`src/rtl/boss_ctrl.sv`:
```
// -----------------------------------------------------------------------------
// boss_ctrl
//   Boss controller for the shooter game, clocked on the slow clk22 game tick.
//   Waits for every regular enemy to be gone, spawns the boss, walks it through
//   up to three HP-driven phases (each with its own waypoint on one axis),
//   issues phase-scaled fire pulses and runs a timed death sequence before
//   latching a sticky defeated flag.
//
// Ports
//   clk22     in   game tick clock
//   rst       in   synchronous active-high reset
//   gamestart in   synchronous restart, same effect as rst
//   enm_alive in   [NENM] bit i high while regular enemy i is alive
//   bosshp    in   [HPW]  current boss HP (unsigned)
//   bossx     out  [CW]   boss x position
//   bossy     out  [CW]   boss y position
//   boss      out         boss visible (active or dying)
//   phase     out  [2]    0 idle/done, 1..3 active phase
//   fire      out         single-tick fire pulse
//   dying     out         high during the death sequence
//   defeated  out         sticky, set when the death sequence completes
// -----------------------------------------------------------------------------
module boss_ctrl #(
  parameter int NENM        = 4,
  parameter int CW          = 10,
  parameter int HPW         = 10,
  parameter int HP_MAX      = 450,
  parameter int PH2_HP      = 300,
  parameter int PH3_HP      = 150,
  parameter int START_X     = 0,
  parameter int START_Y     = 75,
  parameter int WP1_X       = 220,
  parameter int WP2_Y       = 240,
  parameter int WP3_X       = 440,
  parameter int STEP        = 1,
  parameter int FIRE_PERIOD = 32,
  parameter int DEATH_CYC   = 16
) (
  input  logic            clk22,
  input  logic            rst,
  input  logic            gamestart,
  input  logic [NENM-1:0] enm_alive,
  input  logic [HPW-1:0]  bosshp,
  output logic [CW-1:0]   bossx,
  output logic [CW-1:0]   bossy,
  output logic            boss,
  output logic [1:0]      phase,
  output logic            fire,
  output logic            dying,
  output logic            defeated
);

  localparam int FCW = $clog2(FIRE_PERIOD);
  localparam int DCW = $clog2(DEATH_CYC + 1);

  localparam logic [CW-1:0]  START_X_C = CW'(START_X);
  localparam logic [CW-1:0]  START_Y_C = CW'(START_Y);
  localparam logic [CW-1:0]  WP1_X_C   = CW'(WP1_X);
  localparam logic [CW-1:0]  WP2_Y_C   = CW'(WP2_Y);
  localparam logic [CW-1:0]  WP3_X_C   = CW'(WP3_X);
  localparam logic [CW-1:0]  STEP_C    = CW'(STEP);
  localparam logic [HPW-1:0] HP_MAX_C  = HPW'(HP_MAX);
  localparam logic [HPW-1:0] PH2_C     = HPW'(PH2_HP);
  localparam logic [HPW-1:0] PH3_C     = HPW'(PH3_HP);
  localparam logic [DCW-1:0] DLAST_C   = DCW'(DEATH_CYC - 1);

  typedef enum logic [1:0] {
    S_IDLE   = 2'd0,
    S_ACTIVE = 2'd1,
    S_DYING  = 2'd2,
    S_DONE   = 2'd3
  } state_t;

  state_t         state_q, state_d;
  logic [FCW-1:0] fcnt_q, fcnt_d;
  logic [DCW-1:0] dcnt_q, dcnt_d;
  logic [CW-1:0]  x_d, y_d;
  logic [1:0]     phase_d;
  logic           boss_d, fire_d, dying_d, defeated_d;

  logic [1:0]     tgt_phase;
  logic           mv_on_x;
  logic [CW-1:0]  mv_tgt;
  logic           arrived;

  // Phase demanded by the current HP level.
  function automatic logic [1:0] hp_phase(input logic [HPW-1:0] hp);
    if (hp > PH2_C)      return 2'd1;
    else if (hp > PH3_C) return 2'd2;
    else                 return 2'd3;
  endfunction

  // One STEP toward tgt, landing exactly on tgt when within reach.
  function automatic logic [CW-1:0] step_toward(input logic [CW-1:0] pos,
                                                input logic [CW-1:0] tgt);
    if (pos < tgt)      return ((tgt - pos) <= STEP_C) ? tgt : pos + STEP_C;
    else if (pos > tgt) return ((pos - tgt) <= STEP_C) ? tgt : pos - STEP_C;
    else                return pos;
  endfunction

  // Terminal count of the fire counter: period halves with each phase.
  function automatic logic [FCW-1:0] fire_last(input logic [1:0] ph);
    case (ph)
      2'd2:    return FCW'(FIRE_PERIOD / 2 - 1);
      2'd3:    return FCW'(FIRE_PERIOD / 4 - 1);
      default: return FCW'(FIRE_PERIOD - 1);
    endcase
  endfunction

  // Phase 2 moves y; phases 1 and 3 move x.
  always_comb begin
    tgt_phase = hp_phase(bosshp);
    mv_on_x   = (phase != 2'd2);
    case (phase)
      2'd2:    mv_tgt = WP2_Y_C;
      2'd3:    mv_tgt = WP3_X_C;
      default: mv_tgt = WP1_X_C;
    endcase
    arrived = mv_on_x ? (bossx == mv_tgt) : (bossy == mv_tgt);
  end

  always_comb begin
    state_d    = state_q;
    phase_d    = phase;
    x_d        = bossx;
    y_d        = bossy;
    fcnt_d     = fcnt_q;
    dcnt_d     = dcnt_q;
    boss_d     = boss;
    fire_d     = 1'b0;
    dying_d    = dying;
    defeated_d = defeated;

    case (state_q)
      S_IDLE: begin
        if (enm_alive == '0 && bosshp != '0 && bosshp <= HP_MAX_C) begin
          state_d = S_ACTIVE;
          boss_d  = 1'b1;
          phase_d = tgt_phase;
          fcnt_d  = '0;
        end
      end

      S_ACTIVE: begin
        // Death takes priority over any phase change in the same tick.
        if (bosshp == '0) begin
          state_d = S_DYING;
          dying_d = 1'b1;
          dcnt_d  = '0;
          fcnt_d  = '0;
        end else begin
          if (mv_on_x) x_d = step_toward(bossx, mv_tgt);
          else         y_d = step_toward(bossy, mv_tgt);

          // Phase only ratchets upward; a rise in HP never demotes it.
          if (tgt_phase > phase) begin
            phase_d = tgt_phase;
            fcnt_d  = '0;
          end else if (arrived) begin
            if (fcnt_q == fire_last(phase)) begin
              fire_d = 1'b1;
              fcnt_d = '0;
            end else begin
              fcnt_d = fcnt_q + FCW'(1);
            end
          end else begin
            fcnt_d = '0;
          end
        end
      end

      S_DYING: begin
        if (dcnt_q == DLAST_C) begin
          state_d    = S_DONE;
          boss_d     = 1'b0;
          dying_d    = 1'b0;
          phase_d    = 2'd0;
          defeated_d = 1'b1;
          x_d        = START_X_C;
          y_d        = START_Y_C;
        end else begin
          dcnt_d = dcnt_q + DCW'(1);
        end
      end

      S_DONE: begin
      end

      default: state_d = S_IDLE;
    endcase
  end

  // Register stage: every output comes straight from a flop.
  always_ff @(posedge clk22) begin
    if (rst || gamestart) begin
      state_q  <= S_IDLE;
      phase    <= 2'd0;
      bossx    <= START_X_C;
      bossy    <= START_Y_C;
      fcnt_q   <= '0;
      dcnt_q   <= '0;
      boss     <= 1'b0;
      fire     <= 1'b0;
      dying    <= 1'b0;
      defeated <= 1'b0;
    end else begin
      state_q  <= state_d;
      phase    <= phase_d;
      bossx    <= x_d;
      bossy    <= y_d;
      fcnt_q   <= fcnt_d;
      dcnt_q   <= dcnt_d;
      boss     <= boss_d;
      fire     <= fire_d;
      dying    <= dying_d;
      defeated <= defeated_d;
    end
  end

endmodule

```
`config.mk`:
```
export PLATFORM = sky130hd
export DESIGN_NAME = boss_ctrl
export DESIGN_NICKNAME = d
export VERILOG_FILES = /design/src/rtl/boss_ctrl.sv
export SDC_FILE = /design/constraint.sdc
export NUM_CORES = 1
export LEC_CHECK = 0
export CAP_MARGIN = 5
export CORE_MARGIN = 2
export CORE_UTILIZATION = 50
export CTS_BUF_LIST = sky130_fd_sc_hd__clkbuf_8 sky130_fd_sc_hd__clkbuf_16
export DETAILED_ROUTE_END_ITERATION = 8
export GPL_TIMING_DRIVEN = 1
export PLACE_DENSITY_LB_ADDON = 0.05
export SYNTH_ARGS = -nofsm -noshare
export SYNTH_HDL_FRONTEND = slang
export SYNTH_SLANG_ARGS = --single-unit
```
`constraint.sdc`:
```
create_clock -name clk22 -period 7.1 [get_ports clk22]
set_clock_uncertainty 0.05 [all_clocks]
set_input_delay 0.71 -clock clk22 [delete_from_list [all_inputs] [get_ports clk22]]
set_output_delay 0.71 -clock clk22 [all_outputs]
set_load 0.02 [all_outputs]
```
==> metrics.csv <==
stage,metric,value,unit
pwr,Leak,1.70,nW
logic_synthesis,share of flip-flops with an asynchronous set or reset,0,%
setup_path,CP cell instances,nand2b_1 > inv_1 > fa_1 > a31o_2 > nor3_1 > a31oi_1 > or4_1 > a21oi_1 > a21oi_1 > a31oi_1 > o221a_2,
clocking,CTS tree,built,
die,chip height,94.6,um
flow_run,# Max-Cap Violations,0,
grt,GRT Total Usage,26.9,%
sta,min cycle time layout,4.13,ns
layout,fin cells,675,
placement,PortBufs,42,
layout,"leading cell type in the layout, fill and taps excluded",nor2_1,
placement,cell count after placement,668,
placement,post-detail-place hpwl,9.11,mm
sta,Slew HR,26.3,%
clocking,maximum root-to-sink buffer count,2,
min_path,Hold Crit Class,flop to flop,
die,Initial Utilization,50.7,%
layout,net total in the final layout,624,
clocking,H-tree depth,2,
layout,Seq. cell area,761,um2
detailed_routing,Final ANT Viol Nets,0,
sta,RSZ-0062 raised after global routing,no,
die,Die ar.,8950,um2
setup_path,Worst setup EP type,flop,
grt,first-pass GRT wire length,19.3,mm
pwr,pwr dens,94.5,nW/um2
layout,multi-input logic area,3080,um2
clocking,CTS Hold Bufs,0,
detailed_routing,WL final,11.9,mm
logic_synthesis,Mapped Nets,601,
setup_path,WP data arrival,4.33,ns
grt,largest net degree at the start of global routing,21,
layout,Final Core Density,57.2,%
sta,setup violators final,0,
sta,final hold vios,0,
layout,Antenna diodes,0,
detailed_routing,Routed WL per cell,17.6,um
sta,setup tns final,0,ns
clocking,post-CTS setup repair buffer count,0,
logic_synthesis,Netlist cell types,79,
die,row cnt,33,
pwr,Tot Pwr,0.000437,W
logic_synthesis,"Top FF cell, synth",dfxtp_1,
clocking,clk_lat worst skew,0.30,ns
status,status,"finished, final reports clean",
grt,vias in the first global route,3884,
die,io pins,43,
detailed_routing,drt first pass iters,5,
pwr,Peak VDD IR,0.000114,V
layout,layout cells sized above 1,4.74,%
logic_synthesis,Synth Warn #,0,
setup_path,CP max stage cell,a21oi_1,
logic_synthesis,post-synthesis cell area,4100,um2
logic_synthesis,"Seq/Total Area, Yosys",18.5,%
grt,grt ovf,0,
clocking,root buf cell,clkbuf_8,
clocking,# clock sinks,38,
sta,max-slew violation count,0,
detailed_routing,via count,4227,
clocking,CTS buffer count,5,
layout,"Area growth, synth to finish",12.7,%
die,core area,8090,um2
setup_path,Worst setup SP type,flop,
logic_synthesis,number of synthesized flops with an enable pin,0,
setup_path,CP peak stage delay,0.85,ns
detailed_routing,DRC viols,0,
clocking,Resized cells post-CTS,0,
grt,initial antenna violation count,0,
detailed_routing,Iteration-0 DRC Markers,347,
sta,f_max,0.242,GHz
logic_synthesis,register bit total from synthesis,38,
logic_synthesis,Synth Area per Inst,7.50,um2
layout,Fill cells,780,
sta,Final Cycle Share,58.2,%
detailed_routing,via/cell ratio,6.26,
setup_path,"delay-heaviest family, CP",compound AO/OA/AOI/OAI gates,
clocking,Worst-path clk slew,0.08,ns
setup_path,worst endpoint required time,7.30,ns
setup_path,Critical path buffers and inverters,1,
placement,Final Wtd Congestion,0.945,
setup_path,critical setup path kind,flop to flop,
setup_path,crit path max fanout,13,
logic_synthesis,gate count of the mapped netlist,547,
layout,"commonest cells after routing, fill and taps aside","nor2_1 (49), nand2_1 (44), clkdlybuf4s50_1 (42), dfxtp_1 (38), a21oi_1 (36)",
die,die width,94.6,um
sta,transition time of the tightest slew-check pin,1.11,ns
## cell families (layout without fill, tap and decap cells)
family / count (synthesis) / after routing / share of synthesized area, %
xor+xnor: 27 / 27 / 5.76
compound gates: 157 / 157 / 27.0
fa+ha+maj: 37 / 37 / 11.6
simple gates: 219 / 219 / 28.1
buf+inv: 59 / 82 / 6.49
flops: 38 / 38 / 18.5
mux: 10 / 10 / 2.47
## cells in the mapped netlist, types with 4 or more instances
master	count	area share, %
nor2_1	49	4.5
nand2_1	44	4.0
dfxtp_1	38	19
a21oi_1	36	4.4
ha_1	35	11
inv_1	33	3.0
o21ai_0	25	3.0
nor3_1	24	2.9
nand3_1	23	2.8
xnor2_1	22	4.7
clkbuf_1	14	1.3
nor2b_1	12	1.8
a31oi_1	10	1.5
o211ai_1	10	1.8
a211oi_1	9	1.6
and3_1	9	1.4
mux2i_1	9	2.2
nand2b_1	7	1.1
nand4_1	7	1.1
o21a_1	7	1.3
a21o_1	6	1.1
nor3b_1	5	0.91
nor4_1	5	0.76
or3_1	5	0.76
xor2_1	5	1.1
a221oi_1	4	0.85
or2_2	4	0.61
or4_1	4	0.73
## power breakdown
group / leakage (nW) / internal [W] / switching [W]
Sequential: 0.306 / 0.000213 / 0.000000914
Combinational: 1.33 / 0.0000150 / 0.0000159
Clock: 0.0573 / 0.000113 / 0.0000792
Total: 1.70 / 0.000341 / 0.0000960
## stage by stage
step / hold WS, ns / setup WS [ns] / cell area, um2
2_1_floorplan: 0.407 / 3.71 / 4100
3_3_place_gp: 0.410 / 3.17 / 4510
3_5_place_dp: 0.418 / 3.06 / 4510
4_1_cts: 0.440 / 3.05 / 4630
5_1_grt: 0.471 / 2.65 / 4630
6_report: 0.438 / 2.97 / 4630
## worst register-to-register path, cell delays in order, from the launching register on
cell	delay (ns)
dfxtp_1	0.46
nand2b_1	0.30
inv_1	0.26
fa_1	0.50
a31o_2	0.27
nor3_1	0.17
a31oi_1	0.06
or4_1	0.52
a21oi_1	0.85
a21oi_1	0.22
a31oi_1	0.24
o221a_2	0.20
## flip-flops by register name (all words and copies together), names as in the netlist
name      cells
state_q       2
phase         2
fcnt_q        5
dying         1
defeated      1
bossy        10
fire          1
boss          1
bossx        10
dcnt_q        5
## metal layers
layer  track usage (%)  vias up  wire (um)
met1              37.5     1998       5720
li1                  -     2074          -
met3              2.87       12        578
met5                 0        -          0
met2              44.7      143       5460
met4              6.16        0        130
## layout make-up
type                       instances  area share (%)
clock buffer                       6            1.79
clock inverter                     1           0.649
inverter                          33            2.68
multi-input combinational        450            66.5
sequential                        38            16.4
tap                              105            2.84
timing repair buffer              42            9.09
## worst paths after layout
path,startpoint,end,slack (ns),cells after the start
setup reg to reg,phase[0]$_SDFFE_PP0P_,bossy[7]$_SDFFE_PP0P_,2.97,11
hold reg to reg,defeated$_SDFFE_PP0P_,defeated$_SDFFE_PP0P_,0.44,2
hold / removal,defeated$_SDFFE_PP0P_,defeated$_SDFFE_PP0P_,0.44,2
setup / recovery,phase[0]$_SDFFE_PP0P_,bossy[7]$_SDFFE_PP0P_,2.97,11
Power figures use the tool's default switching activity.
